`config.mk`:
```
export PLATFORM = sky130hd
export DESIGN_NAME = ebr_ram_read_arb
export DESIGN_NICKNAME = d
export VERILOG_FILES = /design/src/rtl/ebr_arb_pkg.sv /design/src/rtl/ebr_arb_tag_fifo.sv /design/src/rtl/ebr_ram_read_arb.sv
export SDC_FILE = /design/constraint.sdc
export NUM_CORES = 1
export LEC_CHECK = 0
export CORE_MARGIN = 8
export CORE_UTILIZATION = 40
export DETAILED_ROUTE_END_ITERATION = 10
export GPL_ROUTABILITY_DRIVEN = 1
export PLACE_DENSITY = 0.79
export SLEW_MARGIN = 20
export SYNTH_ARGS = -nofsm -noshare
export SYNTH_HDL_FRONTEND = slang
export SYNTH_SLANG_ARGS = --single-unit
```
`constraint.sdc`:
```
create_clock -name i_clock -period 3.1 [get_ports i_clock]
set_clock_uncertainty 0.1 [all_clocks]
set_input_delay 0.62 -clock i_clock [delete_from_list [all_inputs] [get_ports i_clock]]
set_output_delay 0.62 -clock i_clock [all_outputs]
set_load 0.02 [all_outputs]
```
`src/rtl/ebr_arb_pkg.sv`:
```
// Shared types and helpers for the EBR RAM read-port arbiter.
// Optional feature macro used by the arbiter: EBR_ARB_FIXED_PRIO_EN.
package ebr_arb_pkg;

   localparam int MAX_TAG_DEPTH = 16;

   typedef enum logic {
      IDLE = 1'b0,
      PEND = 1'b1
   } arb_state_t;

   // Requester ID width; never narrower than one bit.
   function automatic int id_width(input int num_req);
      return (num_req > 1) ? $clog2(num_req) : 1;
   endfunction

endpackage

```
`src/rtl/ebr_arb_tag_fifo.sv`:
```
// In-order FIFO of requester IDs for reads issued to the RAM but not yet returned.
// DEPTH must be a power of two (>= 2) so the pointers wrap naturally.
module ebr_arb_tag_fifo #(
   parameter int DEPTH  = 4,
   parameter int DATA_W = 2
) (
   input  logic                     i_clock,
   input  logic                     i_reset,
   input  logic                     i_push,
   input  logic [DATA_W-1:0]        i_push_data,
   input  logic                     i_pop,
   output logic [DATA_W-1:0]        o_head,
   output logic [$clog2(DEPTH):0]   o_count,
   output logic                     o_empty,
   output logic                     o_full
);

   localparam int PTR_W = $clog2(DEPTH);

   logic [DATA_W-1:0] mem [DEPTH];
   logic [PTR_W-1:0]  wr_ptr;
   logic [PTR_W-1:0]  rd_ptr;
   logic [PTR_W:0]    count;
   logic              do_push;
   logic              do_pop;

   assign do_push = i_push && !o_full;
   assign do_pop  = i_pop && !o_empty;

   // NOTE: state registers use non-blocking assignments so every flop samples pre-edge values.
   always_ff @(posedge i_clock or posedge i_reset) begin
      if (i_reset) begin
         wr_ptr <= '0;
         rd_ptr <= '0;
         count  <= '0;
      end else begin
         if (do_push) wr_ptr <= wr_ptr + 1'b1;
         if (do_pop)  rd_ptr <= rd_ptr + 1'b1;
         case ({do_push, do_pop})
            2'b10:   count <= count + 1'b1;
            2'b01:   count <= count - 1'b1;
            default: count <= count;
         endcase
      end
   end

   // NOTE: storage is not reset; the pointers alone decide which entries are meaningful.
   always_ff @(posedge i_clock) begin
      if (do_push) mem[wr_ptr] <= i_push_data;
   end

   assign o_head  = mem[rd_ptr];
   assign o_count = count;
   assign o_empty = (count == '0);
   assign o_full  = (count == (PTR_W+1)'(DEPTH));

endmodule

```
`src/rtl/ebr_ram_read_arb.sv`:
```
// Round-robin arbiter sharing one EBR RAM read-address port; returned data is tagged in order.
// Define EBR_ARB_FIXED_PRIO_EN to give requester 0 strict priority over the round-robin group.
module ebr_ram_read_arb
   import ebr_arb_pkg::*;
#(
   parameter int NUM_REQ   = 4,
   parameter int ADDR_W    = 10,
   parameter int WIDTH     = 8,
   parameter int TAG_DEPTH = 4
) (
   input  logic                          i_clock,
   input  logic                          i_reset,
   input  logic [NUM_REQ*ADDR_W-1:0]     i_req_addr,
   input  logic [NUM_REQ-1:0]            i_req_valid,
   output logic [NUM_REQ-1:0]            o_req_ready,
   output logic [ADDR_W-1:0]             o_ram_addr,
   output logic                          o_ram_addr_valid,
   input  logic                          i_ram_addr_ready,
   input  logic [WIDTH-1:0]              i_ram_data,
   input  logic                          i_ram_valid,
   output logic                          o_ram_ready,
   output logic [WIDTH-1:0]              o_rsp_data,
   output logic [id_width(NUM_REQ)-1:0]  o_rsp_id,
   output logic                          o_rsp_valid,
   input  logic                          i_rsp_ready,
   output logic [$clog2(TAG_DEPTH):0]    o_outstanding,
   output logic                          o_err_orphan
);

   localparam int ID_W  = id_width(NUM_REQ);
   localparam int CNT_W = $clog2(TAG_DEPTH) + 1;

   if (TAG_DEPTH > MAX_TAG_DEPTH || TAG_DEPTH < 2 || (TAG_DEPTH & (TAG_DEPTH - 1)) != 0) begin : g_bad_depth
      $error("ebr_ram_read_arb: TAG_DEPTH must be a power of two in 2..%0d", MAX_TAG_DEPTH);
   end

   arb_state_t         state;
   logic [ADDR_W-1:0]  ram_addr;
   logic [ID_W-1:0]    rr_ptr;
   logic [ID_W-1:0]    grant_id;
   logic [ID_W-1:0]    cand;
   logic [ID_W-1:0]    next_ptr;
   logic               grant_found;
   logic               can_accept;
   logic               accept;
   logic               rsp_pop;
   logic               fifo_empty;
   logic               fifo_full;
   logic               err_orphan;
   logic [CNT_W-1:0]   tag_count;
   logic [NUM_REQ-1:0] req_ready;

   // NOTE: every combinational output gets a default first so no path infers a latch.
   always_comb begin
      grant_found = 1'b0;
      grant_id    = '0;
      cand        = '0;
`ifdef EBR_ARB_FIXED_PRIO_EN
      if (i_req_valid[0]) grant_found = 1'b1;
`endif
      for (int i = 0; i < NUM_REQ; i++) begin
         cand = ID_W'((int'(rr_ptr) + i) % NUM_REQ);
`ifdef EBR_ARB_FIXED_PRIO_EN
         if (!grant_found && cand != '0 && i_req_valid[cand]) begin
`else
         if (!grant_found && i_req_valid[cand]) begin
`endif
            grant_found = 1'b1;
            grant_id    = cand;
         end
      end
   end

   assign next_ptr   = (grant_id == ID_W'(NUM_REQ - 1)) ? '0 : grant_id + 1'b1;
   // fifo_full comes from the registered count, so a same-cycle pop cannot unblock.
   assign can_accept = (state == IDLE || i_ram_addr_ready) && !fifo_full;
   assign accept     = can_accept && grant_found;

   always_comb begin
      req_ready = '0;
      if (accept) req_ready[grant_id] = 1'b1;
   end

   assign rsp_pop = i_ram_valid && i_rsp_ready && !fifo_empty;

   always_ff @(posedge i_clock or posedge i_reset) begin
      if (i_reset) begin
         state      <= IDLE;
         ram_addr   <= '0;
         rr_ptr     <= '0;
         err_orphan <= 1'b0;
      end else begin
         if (accept) begin
            state    <= PEND;
            ram_addr <= i_req_addr[grant_id*ADDR_W +: ADDR_W];
`ifdef EBR_ARB_FIXED_PRIO_EN
            if (grant_id != '0) rr_ptr <= next_ptr;
`else
            rr_ptr   <= next_ptr;
`endif
         end else if (state == PEND && i_ram_addr_ready) begin
            state <= IDLE;
         end
         if (i_ram_valid && fifo_empty) err_orphan <= 1'b1;
      end
   end

   ebr_arb_tag_fifo #(
      .DEPTH  (TAG_DEPTH),
      .DATA_W (ID_W)
   ) u_tag_fifo (
      .i_clock     (i_clock),
      .i_reset     (i_reset),
      .i_push      (accept),
      .i_push_data (grant_id),
      .i_pop       (rsp_pop),
      .o_head      (o_rsp_id),
      .o_count     (tag_count),
      .o_empty     (fifo_empty),
      .o_full      (fifo_full)
   );

   assign o_req_ready      = req_ready;
   assign o_ram_addr       = ram_addr;
   assign o_ram_addr_valid = (state == PEND);
   assign o_ram_ready      = i_rsp_ready;
   assign o_rsp_data       = i_ram_data;
   assign o_rsp_valid      = i_ram_valid;
   assign o_outstanding    = tag_count;
   assign o_err_orphan     = err_orphan;

endmodule

```
---- Yosys cells after proc, flatten, opt, wreduce, memory -nomap -nowiden ----
Memories as Yosys holds them, arrays and structs flattened.
Index checks and enable logic that the tools add are counted.
cells by class
  add/sub/neg operators ................... 8
  multipliers ............................. 1
  order comparisons ....................... 6
  equal/unequal tests ..................... 4
  shifts and indexed selects .............. 1
  multiplexer cells ....................... 25
  bitwise logic cells ..................... 1
  reduce and logical (&&, ||, !) cells .... 21
operators with widths
  operator                                                               count
  40-bit by 7-bit indexed part select with 10-bit output                 1
  2-bit by 3-bit < comparator with 1-bit output, second input constant   5
  1-bit 2-to-1 mux                                                       13
  1-bit logical AND                                                      12
  2-bit 2-to-1 mux                                                       5
  2-bit by 1-bit adder with 2-bit output, second input constant          4
  1-bit binary-select mux with 2-bit select                              4
  3-bit case mux with 2 select lines                                     1
  1-bit zero test                                                        5
  2-bit by 3-bit multiplier with 5-bit output, second input constant     1
  2-bit adder, second input constant                                     2
  2-bit == test, second input constant                                   2
  4-bit 2-to-1 mux                                                       1
  2-bit nonzero test                                                     2
  3-bit by 1-bit adder with 3-bit output, second input constant          1
  3-bit == test, second input constant                                   1
  3-bit zero test                                                        1
  3-bit by 1-bit subtractor with 3-bit output, second input constant     1
  1-bit demux with 2-bit select                                          1
  2-bit by 1-bit == test with 1-bit output, second input constant        1
  2-bit by 1-bit >= comparator with 1-bit output, second input constant  1
  1-bit logical OR                                                       1
  1-bit inverter                                                         1
word-level totals
  register bits after elaboration ......... 21
  memory bits (writable) .................. 8
  word-level logic and storage cells ...... 75
  memories ................................ 1
memories
  memory          words  bits a word  read ports  clocked after Yosys merged registers in  wr ports  RTL line                RTL
  u_tag_fifo.mem  4      2            1           0                                        1         ebr_arb_tag_fifo.sv:20  logic [DATA_W-1:0] mem [DEPTH];

---- Logic depth before layout (Yosys ltp) ----
Gate-level depths: netlist of run 1.
  word-level depth ........................ 17
  mapped depth ............................ 12
  depth with buffers taken out ............ 10

---- By module ----
Synthesis of run 1 repeated with hierarchy kept, for this count alone.
unflattened totals
  cells, all modules ...................... 181
  area total of the unflattened synthesis .. 1,808.0 um^2
modules (own cells, without submodules)
  module            instances  cells each  area each (um^2)  sequential area each (um^2)
  ebr_ram_read_arb  1          133         1,078.5           350.3
  ebr_arb_tag_fifo  1          48          729.4             415.4

---- Worst setup path before layout of run 1 ----
OpenSTA, ideal clock, no wires.
  kind .................................... input to register
  start point ............................. input port i_req_valid[1]
  end point ............................... register u_tag_fifo.count[2], in the netlist u_tag_fifo.o_count[2]
  library setup time ...................... 0.080 ns
  arrival time ............................ 2.512 ns
  data required time ...................... 2.920 ns
  slack ................................... 0.407 ns
  stages .................................. 12
  buffers on the path ..................... 2
  cells stage by stage .................... nor4_2 -> a31oi_4 -> and2_4 -> buf_8 -> inv_4 -> buf_4 -> ha_1 -> inv_1 -> fa_1 -> xor2_1 -> nor2_1 -> xor2_1
on the way
  cells in the longest elaborated chain, start to end .. 16
RTL lines
  element                                                                           RTL line                RTL
  start: declaration                                                                ebr_ram_read_arb.sv:14  input logic [NUM_REQ-1:0] i_req_valid,
  1-bit binary-select mux with 2-bit select                                         ebr_ram_read_arb.sv:66  if (!grant_found && i_req_valid[cand]) begin
  1-bit 2-to-1 mux (implied by the code)                                            ebr_ram_read_arb.sv:66
  1-bit 2-to-1 mux                                                                  ebr_ram_read_arb.sv:66
  1-bit zero test                                                                   ebr_ram_read_arb.sv:66
  1-bit logical AND                                                                 ebr_ram_read_arb.sv:66
  1-bit 2-to-1 mux                                                                  ebr_ram_read_arb.sv:66
  1-bit zero test                                                                   ebr_ram_read_arb.sv:66
  1-bit logical AND                                                                 ebr_ram_read_arb.sv:66
  1-bit 2-to-1 mux                                                                  ebr_ram_read_arb.sv:66
  1-bit zero test                                                                   ebr_ram_read_arb.sv:66
  1-bit logical AND                                                                 ebr_ram_read_arb.sv:66
  1-bit 2-to-1 mux *                                                                ebr_ram_read_arb.sv:66
  1-bit logical AND *                                                               ebr_ram_read_arb.sv:77  assign accept = can_accept && grant_found;
  1-bit logical AND *                                                               ebr_arb_tag_fifo.sv:27  assign do_push = i_push && !o_full;
  2-bit by 1-bit == test with 1-bit output / 2-bit == test (equally long branches)  ebr_arb_tag_fifo.sv:39  case ({do_push, do_pop})
  3-bit case mux with 2 select lines / 2-bit nonzero test (equally long branches)   -
  end signal: assignment                                                            ebr_arb_tag_fifo.sv:40  2'b10: count <= count + 1'b1;
  end signal: assignment                                                            ebr_arb_tag_fifo.sv:41  2'b01: count <= count - 1'b1;
  end signal: assignment                                                            ebr_arb_tag_fifo.sv:42  default: count <= count;
  end: declaration                                                                  ebr_arb_tag_fifo.sv:23  logic [PTR_W:0] count;
Mark *: on every way between the ends. The rest lies on a longest branch, timed or not. The select of a mux whose other input is x is not followed.
A chain may end at the register's enable or synchronous reset.

---- Worst setup path after layout of run 1 ----
  start point ............................. input port i_req_valid[2]
  end point ............................... output port o_req_ready[3]
on the way
  cells in the longest elaborated chain, start to end .. 17
RTL lines
  element                                                                                                                                       RTL line                RTL
  1-bit binary-select mux with 2-bit select                                                                                                     ebr_ram_read_arb.sv:66
  1-bit 2-to-1 mux (implied by the code)                                                                                                        ebr_ram_read_arb.sv:66
  1-bit 2-to-1 mux                                                                                                                              ebr_ram_read_arb.sv:66
  1-bit zero test                                                                                                                               ebr_ram_read_arb.sv:66
  1-bit logical AND                                                                                                                             ebr_ram_read_arb.sv:66
  1-bit 2-to-1 mux                                                                                                                              ebr_ram_read_arb.sv:66
  1-bit zero test                                                                                                                               ebr_ram_read_arb.sv:66
  1-bit logical AND                                                                                                                             ebr_ram_read_arb.sv:66
  (+2 left out)                                                                                                                                 -
  1-bit logical AND                                                                                                                             ebr_ram_read_arb.sv:66
  2-bit 2-to-1 mux *                                                                                                                            ebr_ram_read_arb.sv:66
  named net grant_id[0]                                                                                                                         ebr_ram_read_arb.sv:40  logic [ID_W-1:0] grant_id;
  2-bit by 3-bit < comparator with 1-bit output (implied by the code) / 2-bit by 1-bit >= comparator with 1-bit output (equally long branches)  ebr_ram_read_arb.sv:81  if (accept) req_ready[grant_id] = 1'b1;
  1-bit logical AND (implied by the code)                                                                                                       ebr_ram_read_arb.sv:81
  1-bit 2-to-1 mux (implied by the code)                                                                                                        ebr_ram_read_arb.sv:81
  1-bit demux with 2-bit select *                                                                                                               ebr_ram_read_arb.sv:81
  4-bit 2-to-1 mux *                                                                                                                            ebr_ram_read_arb.sv:81
  end: declaration                                                                                                                              ebr_ram_read_arb.sv:15  output logic [NUM_REQ-1:0] o_req_ready,
Mark *: on every way through the listed nets, which the timed path passes. The rest lies on a longest branch. The select of a mux whose other input is x is not followed.

==> metrics.md, run 1 <==
| Metric | Value |
|---|---|
| Status | finished clean |
| GRT Util Overall | 13.7% |
| Weighted congestion at the end of routability-driven global placement | 0.783 |
| Peak per-stage delay on the critical path | 470 ps |
| Kind of cell adding the most delay to the critical path | buffers and inverters |
| Via count | 1414 |
| Gr busiest metal | met2 |
| Detailed placer's ending HPWL | 3.52 mm |
| Initial detailed-routing violation count | 32 |
| Number of flip-flops and latches in the synthesized netlist | 29 |
| Min cycle time layout | 2930 ps |
| Post-Synthesis Mean Instance Area | 11.5 um^2 |
| Drt wl/cell | 15.5 um |
| Period utilization | 94.5% |
| Count of max-cap constraint violations | 0 |
| WP data required | 2380 ps |
| Total number of yosys warnings | 0 |
| Clock Root Buffer | sky130_fd_sc_hd__clkbuf_8 |
| Clock slew at reported path FFs | 70 ps |
| Fraction of final layout cells sized beyond drive strength 1 | 16.7% |
| Pleak | 1.16 nW |
| Multi-input logic area | 842 um^2 |
| Endpoint type of the worst setup path | output port |
| Class of the worst hold path | flop to flop |
| GR Util met3 | 6.28% |
| Initial core utilization | 41.1% |
| CP Max Fanout | 6 |
| Combined flip-flop and latch cell area | 766 um^2 |
| Final hold violation count | 0 |
| Per-cell via count in the routed design | 4.94 |
| TritonCTS clock tree | built |
| Final Max Slew Viols | 0 |
| Hold Path Origin | o_err_orphan |
| Total CTS buffers | 5 |
| Pin count of the biggest net entering global routing | 22 |
| Share of synthesized registers carrying an async set or reset | 72.4% |
| Fmax | 341 MHz |
| Antenna violations before repair | 0 |
| Met2 demand-to-capacity share in global routing | 22.7% |
| Wire length of the first global-routing pass | 7.17 mm |
| Die Span Y | 82.6 um |
| Placed cell count | 277 |
| Post-route ant nets | 0 |
| Worst setup path class | input pin to output port |
| Clock H-tree levels | 2 |
| Worst flop-to-flop path endpoint | u_tag_fifo.o_count[2] |
| WP buf/inv | 3 |
| Clk sink count | 29 |
| Core Area | 4320 um^2 |
| Data arrival time of the worst path | 2210 ps |
| Die ar. | 6830 um^2 |
| Number of filler cells placed in the layout | 374 |
| R2r worst-path depth | 10 |
| Sink of the worst hold path | o_err_orphan |
| Remaining Overflow, GRT | 0 |
| Setup repair after global routing missed its margin | false |
| Number of antenna cells inserted | 0 |
| Minimum setup slack among reg-to-reg paths | 930 ps |
| Final-layout setup total negative slack | 0 ps |
| Startpoint of the lowest-slack register-to-register path | u_tag_fifo.o_count[0] |
| Worst-case vdd ir drop | 0.000542 V |
| Via count of the first global-routing pass | 1549 |
| P&R area growth vs syn | 48.3% |
| Post-synthesis instance area | 1780 um^2 |
| Routed Wire Length | 4.44 mm |
| Quantity of hold-fixing buffers added after cts | 0 |
| Top-level port count | 88 |
| Final critical-path setup slack | 169 ps |
| Primary FF master, synth | sky130_fd_sc_hd__dfrtp_1 |
| Die X-Extent | 82.6 um |
| Endpoints failing setup | 0 |
| Net count after synthesis | 222 |
| Residual DRC count | 0 |
| Post-synthesis cell count | 155 |
| Register area share after synthesis | 43.1% |
| Category of the worst setup path launch point | input pin |
| Clock network latency to the later pin of the worst-skew pair | 280 ps |
| Power density of the placed cells | 874 nW/um^2 |
| Sequence of cells on the critical path | clkdlybuf4s50_1 > mux2i_1 > nor2_1 > nor3_4 > buf_4 > ha_1 > and3_1 > clkbuf_2 |
| Row Count | 24 |
| Slew at the pin closest to its max-slew limit | 845 ps |
| Pre-Repair DR Iteration Count | 3 |
| GR met1 Demand/Resource | 15.1% |
| Final Net Count | 300 |
| I/O Buffers | 71 |
| Post-route insts no fill | 286 |
| Number of enable flip-flop cells after synthesis | 8 |
| Number of instances on the worst hold path | 1 |
| Worst max-slew margin expressed relative to the limit | 43.6% |
| Synth unique cells | 36 |
| Number of buffers between clock root and the deepest sink | 2 |
| Pre-CTS setup slack | -329 ps |
| Slowest stage cell, crit path | sky130_fd_sc_hd__clkdlybuf4s50_1 |
[per-stage QoR]
| step | power, mW | utilization (%) | hold WS (ps) | area [um^2] |
|---|---|---|---|---|
| 2_1_floorplan | 1.46 | - | 381 | 1780 |
| 6_report | 2.30 | 60.9 | 362 | 2630 |
| 4_1_cts | 2.33 | 61.0 | 370 | 2640 |
| 3_3_place_gp | 1.90 | 58.5 | 345 | 2530 |
| 5_1_grt | 2.46 | 60.9 | 386 | 2630 |
| 3_5_place_dp | 1.94 | 58.5 | 355 | 2530 |
[cell type report]
cell class                      instances  share of cell area [%]
Sequential cell                        29                    29.1
Clock inverter                          3                    1.57
Multi-Input combinational cell         99                    32.0
Timing Repair Buffer                   86                    30.5
Inverter                               12                    1.81
Clock buffer                            5                    2.61
Tap cell                               52                    2.47
[registers in the layout, summed over array words and instances (netlist names)]
signal              cells
o_err_orphan            1
o_ram_addr_valid        1
rr_ptr                  2
u_tag_fifo.o_count      3
u_tag_fifo.rd_ptr       2
u_tag_fifo.wr_ptr       2
u_tag_fifo.mem          8
o_ram_addr             10
[how the worst max path moves through the flow]
stage	from	to	cells after the start
6_report	i_req_valid[2]	o_req_ready[3]	8
5_1_grt	i_req_valid[1]	u_tag_fifo.o_count[2]	13
4_1_cts	i_req_valid[2]	o_req_ready[2]	8
3_5_place_dp	i_req_valid[0]	o_req_ready[0]	8
3_3_place_gp	i_req_valid[0]	o_req_ready[1]	8
2_1_floorplan	i_req_valid[1]	u_tag_fifo.o_count[2]	12
[cells in the mapped netlist, drive strengths merged, types with 2 or more instances]
library cell	instances	area [um^2]
xnor2	3	26.3
inv	12	47.6
nor2	4	15.0
and3	9	61.3
ha	9	113
a21o	2	15.0
edfxtp	8	240
xor2	3	26.3
a21oi	4	20.0
dfrtp	21	526
o21ai	3	15.0
o221ai	9	78.8
mux4	2	45.0
buf	15	125
nor3	2	21.3
nand2	18	67.6
mux2i	20	200
[layout by cell type (no fill, tap or decap), types with 2 or more instances in the layout]
| master | n |
|---|---|
| sky130_fd_sc_hd__clkdlybuf4s50_1 | 66 |
| sky130_fd_sc_hd__dfrtp_1 | 21 |
| sky130_fd_sc_hd__mux2i_1 | 20 |
| sky130_fd_sc_hd__nand2_1 | 18 |
| sky130_fd_sc_hd__buf_4 | 15 |
| sky130_fd_sc_hd__inv_1 | 10 |
| sky130_fd_sc_hd__o221ai_1 | 9 |
| sky130_fd_sc_hd__ha_1 | 9 |
| sky130_fd_sc_hd__and3_1 | 8 |
| sky130_fd_sc_hd__edfxtp_1 | 8 |
| sky130_fd_sc_hd__clkbuf_8 | 5 |
| sky130_fd_sc_hd__nor2_1 | 4 |
| sky130_fd_sc_hd__clkbuf_2 | 4 |
| sky130_fd_sc_hd__xnor2_1 | 3 |
| sky130_fd_sc_hd__a21oi_1 | 3 |
| sky130_fd_sc_hd__xor2_1 | 3 |
| sky130_fd_sc_hd__o21ai_0 | 2 |
| sky130_fd_sc_hd__a21o_1 | 2 |
| sky130_fd_sc_hd__mux4_2 | 2 |
[power by group]
group	internal [mW]	leakage [nW]	switching [mW]
clock network	0.236	0.0518	0.153
registers	0.573	0.321	0.116
logic	0.603	0.786	0.620
total	1.41	1.16	0.889
[routing by layer]
| layer | routed length, um | part of all wire [%] |
|---|---|---|
| met1 | 1740 | 39 |
| met2 | 2170 | 49 |
| met3 | 479 | 11 |
| met4 | 45 | 1.0 |
| met5 | 0 | 0 |
[worst register-to-register path: stages (launching register included)]
cell	delay (ps)
sky130_fd_sc_hd__dfrtp_1	420
sky130_fd_sc_hd__inv_1	150
sky130_fd_sc_hd__a31oi_4	140
sky130_fd_sc_hd__and2_4	200
sky130_fd_sc_hd__inv_4	50
sky130_fd_sc_hd__ha_1	170
sky130_fd_sc_hd__inv_1	60
sky130_fd_sc_hd__fa_1	370
sky130_fd_sc_hd__xor2_1	160
sky130_fd_sc_hd__nor2_1	110
sky130_fd_sc_hd__xor2_1	160
[what timing repair did]
item / 4_1_cts / 5_1_grt
endpoints found under the setup margin: 4 / 4
buffers inserted: 0 / 1
cloned: 0 / 0
resized for setup: 8 / 7
pin swaps: 1 / 1
[cells by family after synthesis]
logic type	Yosys count	synth area share, %
AND/OR/NAND/NOR	38	11.7
XOR/XNOR	6	2.96
adder cells (fa/ha/maj)	10	7.47
multiplexers	22	13.8
buffers and inverters	27	9.72
flip-flops	29	43.1
AO/OA/AOI/OAI	23	11.2
No activity file was read; power rests on OpenSTA's default activity.
==> run 2: changes to the inputs <==
--- a/config.mk
+++ b/config.mk
@@ -10,6 +10,7 @@
 export DETAILED_ROUTE_END_ITERATION = 10
 export GPL_ROUTABILITY_DRIVEN = 1
 export PLACE_DENSITY = 0.79
+export REMOVE_ABC_BUFFERS = 1
 export SLEW_MARGIN = 20
 export SYNTH_ARGS = -nofsm -noshare
 export SYNTH_HDL_FRONTEND = slang
==> run 2 against run 1 <==
Compared with the run above:
- worst setup slack got worse by 16 ps
- power fell by 3.3%
- via count rose by 2.2%
- register-to-register slack improved by 40 ps
- combinational power barely moved
- clock power fell by 26%
- die area did not move
- global-route usage fell by 0.33 points
- cell area barely moved
- sequential power barely moved
==> metrics.md, run 2 (same netlist as run 1, synthesis figures left out) <==
| Metric | Value |
|---|---|
| Number of buffers between clock root and the deepest sink | 2 |
| Max FFs per register | 10 |
| Final-layout setup total negative slack | 0 ps |
| Via count of the first global-routing pass | 1485 |
| Total CTS buffers | 5 |
| Fmax | 339 MHz |
| Top-level port count | 88 |
| I/O Buffers | 71 |
| Quantity of hold-fixing buffers added after cts | 0 |
| Power density of the placed cells | 845 nW/um^2 |
| Clock network latency to the later pin of the worst-skew pair | 280 ps |
| Kind of cell adding the most delay to the critical path | buffers and inverters |
| Clock Root Buffer | sky130_fd_sc_hd__clkbuf_8 |
| WP data required | 2380 ps |
| Clock slew at reported path FFs | 60 ps |
| Core Area | 4320 um^2 |
| Class of the worst hold path | flop to flop |
| Count of max-cap constraint violations | 0 |
| Slew at the pin closest to its max-slew limit | 794 ps |
| Status | finished clean |
| Slowest stage cell, crit path | sky130_fd_sc_hd__clkdlybuf4s50_1 |
| Antenna violations before repair | 0 |
| Weighted congestion at the end of routability-driven global placement | 0.789 |
| Leading cell type in the layout, fill and taps excluded | sky130_fd_sc_hd__clkdlybuf4s50_1 |
| Number of filler cells placed in the layout | 386 |
| Per-cell via count in the routed design | 4.98 |
| Multi-input logic area | 842 um^2 |
| Endpoints failing setup | 0 |
| Peak per-stage delay on the critical path | 480 ps |
| Pre-Repair DR Iteration Count | 4 |
| WP buf/inv | 3 |
| Design Power | 2.23 mW |
| Final Max Slew Viols | 0 |
| P&R area growth vs syn | 48.4% |
| Detailed placer's ending HPWL | 3.63 mm |
| Min cycle time layout | 2950 ps |
| Hold slack final | 364 ps |
| Setup repair after global routing missed its margin | false |
| Category of the worst setup path launch point | input pin |
| Pin count of the biggest net entering global routing | 22 |
| Sequence of cells on the critical path | clkdlybuf4s50_1 > mux2i_1 > nor2_1 > nor3_4 > buf_4 > ha_1 > and3_1 > clkbuf_2 |
| Clk sink count | 29 |
| Via count | 1445 |
| Data arrival time of the worst path | 2230 ps |
| Worst setup path class | input pin to output port |
| Pleak | 1.17 nW |
| Clock H-tree levels | 2 |
| Row Count | 24 |
| Drt wl/cell | 15.6 um |
| Final hold violation count | 0 |
| Remaining Overflow, GRT | 0 |
| Routed Wire Length | 4.51 mm |
| Die Span Y | 82.6 um |
| Fraction of final layout cells sized beyond drive strength 1 | 17.6% |
| Combined flip-flop and latch cell area | 766 um^2 |
| Final Net Count | 304 |
| Worst max-slew margin expressed relative to the limit | 47.0% |
| Period utilization | 95.1% |
| Residual DRC count | 0 |
| Wire length of the first global-routing pass | 6.90 mm |
| Worst-case vdd ir drop | 0.000445 V |
| Die X-Extent | 82.6 um |
| CP Max Fanout | 4 |
| Initial detailed-routing violation count | 44 |
| Post-route ant nets | 0 |
| Die ar. | 6830 um^2 |
| Endpoint type of the worst setup path | output port |
| Initial core utilization | 41.1% |
| Number of antenna cells inserted | 0 |
| GRT Util Overall | 13.3% |
| TritonCTS clock tree | built |
| Top library cells by usage in the layout, fill and taps aside | 67 x sky130_fd_sc_hd__clkdlybuf4s50_1, 21 x sky130_fd_sc_hd__dfrtp_1, 20 x sky130_fd_sc_hd__mux2i_1 |
==> run 2: worst register-to-register path: cells and delay by family (launching register included) <==
kind | cells | cell delay (ps)
flip-flops | 1 | 410
XOR/XNOR | 2 | 300
buffers and inverters | 3 | 250
adder cells (fa/ha/maj) | 2 | 540
AND/OR/NAND/NOR | 2 | 300
AO/OA/AOI/OAI | 1 | 130
==> run 2: path summary, 6_finish.rpt <==
check,start,to,slack [ps],cells after the start
min in group asynchronous,i_reset,o_ram_addr[0],690,2
max,i_req_valid[2],o_req_ready[3],150,8
max reg2reg,u_tag_fifo.o_count[0],u_tag_fifo.o_count[2],970,10
min,o_err_orphan,o_err_orphan,360,1
min reg2reg,o_err_orphan,o_err_orphan,360,1
max in group asynchronous,i_reset,u_tag_fifo.wr_ptr[1],1710,2
==> run 2: area by class of cell <==
class                   count  share of cell area [%]
inverters                  12                    1.80
multi-input cells          99                    32.0
clock inverters             3                   0.475
clock buffers               5                    2.61
flip-flops and latches     29                    29.1
well taps                  52                    2.47
repair buffers             90                    31.6
==> run 2: timing repair <==
action / in CTS / in global routing
gates resized for setup: 10 / 6
setup endpoints to repair: 4 / 4
setup buffers: 1 / 1
pin swaps: 1 / 1
==> run 2: metal layers <==
layer / part of all wire [%] / global-route usage [%]
met1: 38 / 15.3
met5: 0 / 0
met3: 6.3 / 5.09
met2: 54 / 21.8
met4: 1.6 / 5.69
==> run 2: where the power goes <==
group	internal, mW	leakage, nW	total (mW)	switching, mW
registers	0.574	0.321	0.689	0.115
clock network	0.150	0.0430	0.288	0.138
logic	0.620	0.805	1.25	0.628
==> run 2: through the flow <==
step           utilization [%]  worst slack [ps]  cells  area (um^2)
6_report                  60.9               153    290         2640
5_1_grt                   60.9              8.28    290         2640
4_1_cts                   61.2              10.6    289         2650
3_5_place_dp              59.1              -307    280         2550
3_3_place_gp              59.1              -265    280         2550
2_1_floorplan                -              50.2    140         1650
==> run 3: changes to the inputs <==
--- a/config.mk
+++ b/config.mk
@@ -11,6 +11,7 @@
 export GPL_ROUTABILITY_DRIVEN = 1
 export PLACE_DENSITY = 0.79
 export REMOVE_ABC_BUFFERS = 1
+export SETUP_SLACK_MARGIN = 0.1
 export SLEW_MARGIN = 20
 export SYNTH_ARGS = -nofsm -noshare
 export SYNTH_HDL_FRONTEND = slang
==> run 3 against run 2 <==
Compared with the run above:
- cell area rose by 0.24%
- worst setup slack improved by 72 ps
- sequential power barely moved
- clock power barely moved
- sequential share of layout area fell by 0.069 points
- clock-buffer cell count did not move
- sequential cell count did not move
- die area did not move
- power rose by 0.49%
- hold slack improved by 1.9 ps
- final cell count did not move
- non-clock buffer count did not move
==> metrics.md, run 3 (same netlist as run 1, synthesis figures left out) <==
| Metric | Value |
|---|---|
| Via count of the first global-routing pass | 1483 |
| Top-level port count | 88 |
| Wire length of the first global-routing pass | 6.94 mm |
| Count of max-cap constraint violations | 0 |
| I/O Buffers | 71 |
| Per-cell via count in the routed design | 5.00 |
| Status | finished clean |
| Data arrival time of the worst path | 2160 ps |
| Placed cell count | 280 |
| Number of antenna cells inserted | 0 |
| Slew at the pin closest to its max-slew limit | 807 ps |
| Fraction of final layout cells sized beyond drive strength 1 | 18.1% |
| Die ar. | 6830 um^2 |
| Setup repair after global routing missed its margin | false |
| Leading cell type in the layout, fill and taps excluded | sky130_fd_sc_hd__clkdlybuf4s50_1 |
| Max FFs per register | 10 |
| Category of the worst setup path launch point | input pin |
| Die X-Extent | 82.6 um |
| Endpoint type of the worst setup path | output port |
| Remaining Overflow, GRT | 0 |
| Period utilization | 92.8% |
| P&R area growth vs syn | 48.8% |
| Startpoint of the lowest-slack register-to-register path | u_tag_fifo.o_count[0] |
| Final Net Count | 304 |
| Final hold violation count | 0 |
| Min cycle time layout | 2880 ps |
| Clk sink count | 29 |
| Clock H-tree levels | 2 |
| Pre-Repair DR Iteration Count | 3 |
| TritonCTS clock tree | built |
| Power density of the placed cells | 847 nW/um^2 |
| Post-route ant nets | 0 |
| Row Count | 24 |
| Top library cells by usage in the layout, fill and taps aside | 65 x sky130_fd_sc_hd__clkdlybuf4s50_1, 21 x sky130_fd_sc_hd__dfrtp_1, 20 x sky130_fd_sc_hd__mux2i_1 |
| Residual DRC count | 0 |
| Worst setup path class | input pin to output port |
| Worst setup endpoint | o_req_ready[2] |
| Antenna violations before repair | 0 |
| Initial core utilization | 41.1% |
| Number of instances on the worst hold path | 1 |
| Final critical-path setup slack | 225 ps |
| Fmax | 348 MHz |
| Routed Wire Length | 4.55 mm |
| Clock Root Buffer | sky130_fd_sc_hd__clkbuf_8 |
| Pre-CTS setup slack | -307 ps |
| Worst-case vdd ir drop | 0.000446 V |
| Post-route insts no fill | 290 |
| CP Max Fanout | 4 |
| Final Max Slew Viols | 0 |
| Worst max-slew margin expressed relative to the limit | 46.1% |
| Via count | 1451 |
| Design Power | 2.24 mW |
| Endpoints failing setup | 0 |
| Clock slew at reported path FFs | 60 ps |
| Setup crit start | i_req_valid[1] |
| Pin count of the biggest net entering global routing | 22 |
| Minimum setup slack among reg-to-reg paths | 970 ps |
| Quantity of hold-fixing buffers added after cts | 0 |
| Number of buffers between clock root and the deepest sink | 2 |
| Weighted congestion at the end of routability-driven global placement | 0.789 |
| Class of the worst hold path | flop to flop |
| Pleak | 1.17 nW |
| Drt wl/cell | 15.7 um |
| Worst flop-to-flop path endpoint | u_tag_fifo.o_count[2] |
| Hold slack final | 366 ps |
| GRT Util Overall | 13.4% |
| Clock network latency to the later pin of the worst-skew pair | 280 ps |
| WP data required | 2380 ps |
| Die Span Y | 82.6 um |
| Detailed placer's ending HPWL | 3.63 mm |
| Core Area | 4320 um^2 |
| Total CTS buffers | 5 |
| Initial detailed-routing violation count | 37 |
| R2r worst-path depth | 10 |
-- run 3: changes by cell type in the layout (fill, tap and decap cells not counted) --
cell                              previous run  this run
sky130_fd_sc_hd__buf_6                       0         1
sky130_fd_sc_hd__ha_1                        9         8
sky130_fd_sc_hd__dlygate4sd2_1               0         2
sky130_fd_sc_hd__ha_2                        0         1
sky130_fd_sc_hd__buf_2                       1         2
sky130_fd_sc_hd__clkbuf_2                    3         1
sky130_fd_sc_hd__clkdlybuf4s50_1            67        65
-- run 3: cell type report --
cell class / instances / area (um^2)
clock inverter: 3 / 12.5
fill: 387 / 1680
clock buffer: 5 / 68.8
multi-input combinational: 99 / 845
sequential: 29 / 766
inverter: 12 / 47.5
timing repair buffer: 90 / 837
tap: 52 / 65.1
-- run 3: how the worst min path moves through the flow --
stage,from,endpoint,slack [ps]
2_1_floorplan,u_tag_fifo.rd_ptr[1],u_tag_fifo.rd_ptr[1],380
3_3_place_gp,o_err_orphan,o_err_orphan,350
3_5_place_dp,o_err_orphan,o_err_orphan,350
4_1_cts,o_err_orphan,o_err_orphan,360
5_1_grt,o_err_orphan,o_err_orphan,380
6_report,o_err_orphan,o_err_orphan,370
-- run 3: stage by stage --
step	TNS [ps]	util [%]	instance area (um^2)
floorplan	0	-	1650
global placement	-1010	59.1	2550
detailed placement	-1250	59.1	2550
CTS	0	61.3	2650
global route	0	61.1	2640
finish	0	61.1	2640
-- run 3: timing repair --
item / in CTS / in global routing
pin swaps: 1 / 2
buffers inserted: 2 / 0
gates cloned: 0 / 0
gates resized for setup: 16 / 7
setup endpoints to repair: 4 / 4
-- run 3: worst max-delay path, stage by stage --
cell	delay [ps]
sky130_fd_sc_hd__clkdlybuf4s50_1	500
sky130_fd_sc_hd__buf_4	130
sky130_fd_sc_hd__a21oi_2	50
sky130_fd_sc_hd__nor3_4	290
sky130_fd_sc_hd__inv_2	90
sky130_fd_sc_hd__ha_1	190
sky130_fd_sc_hd__and3_1	140
sky130_fd_sc_hd__buf_2	160
-- run 3: metal layers --
| layer | vias up | wire length [um] | global-route usage [%] |
|---|---|---|---|
| met5 | - | 0 | 0 |
| met2 | 47 | 2430 | 21.8 |
| li1 | 710 | - | - |
| met3 | 7 | 282 | 5.09 |
| met1 | 687 | 1760 | 15.6 |
| met4 | 0 | 74 | 5.69 |
-- run 3: report_power, final --
group          leakage (nW)  switching, mW  internal [mW]  total (mW)
clock                0.0430          0.138          0.151       0.289
sequential            0.321          0.116          0.574       0.690
combinational         0.809          0.632          0.626        1.26
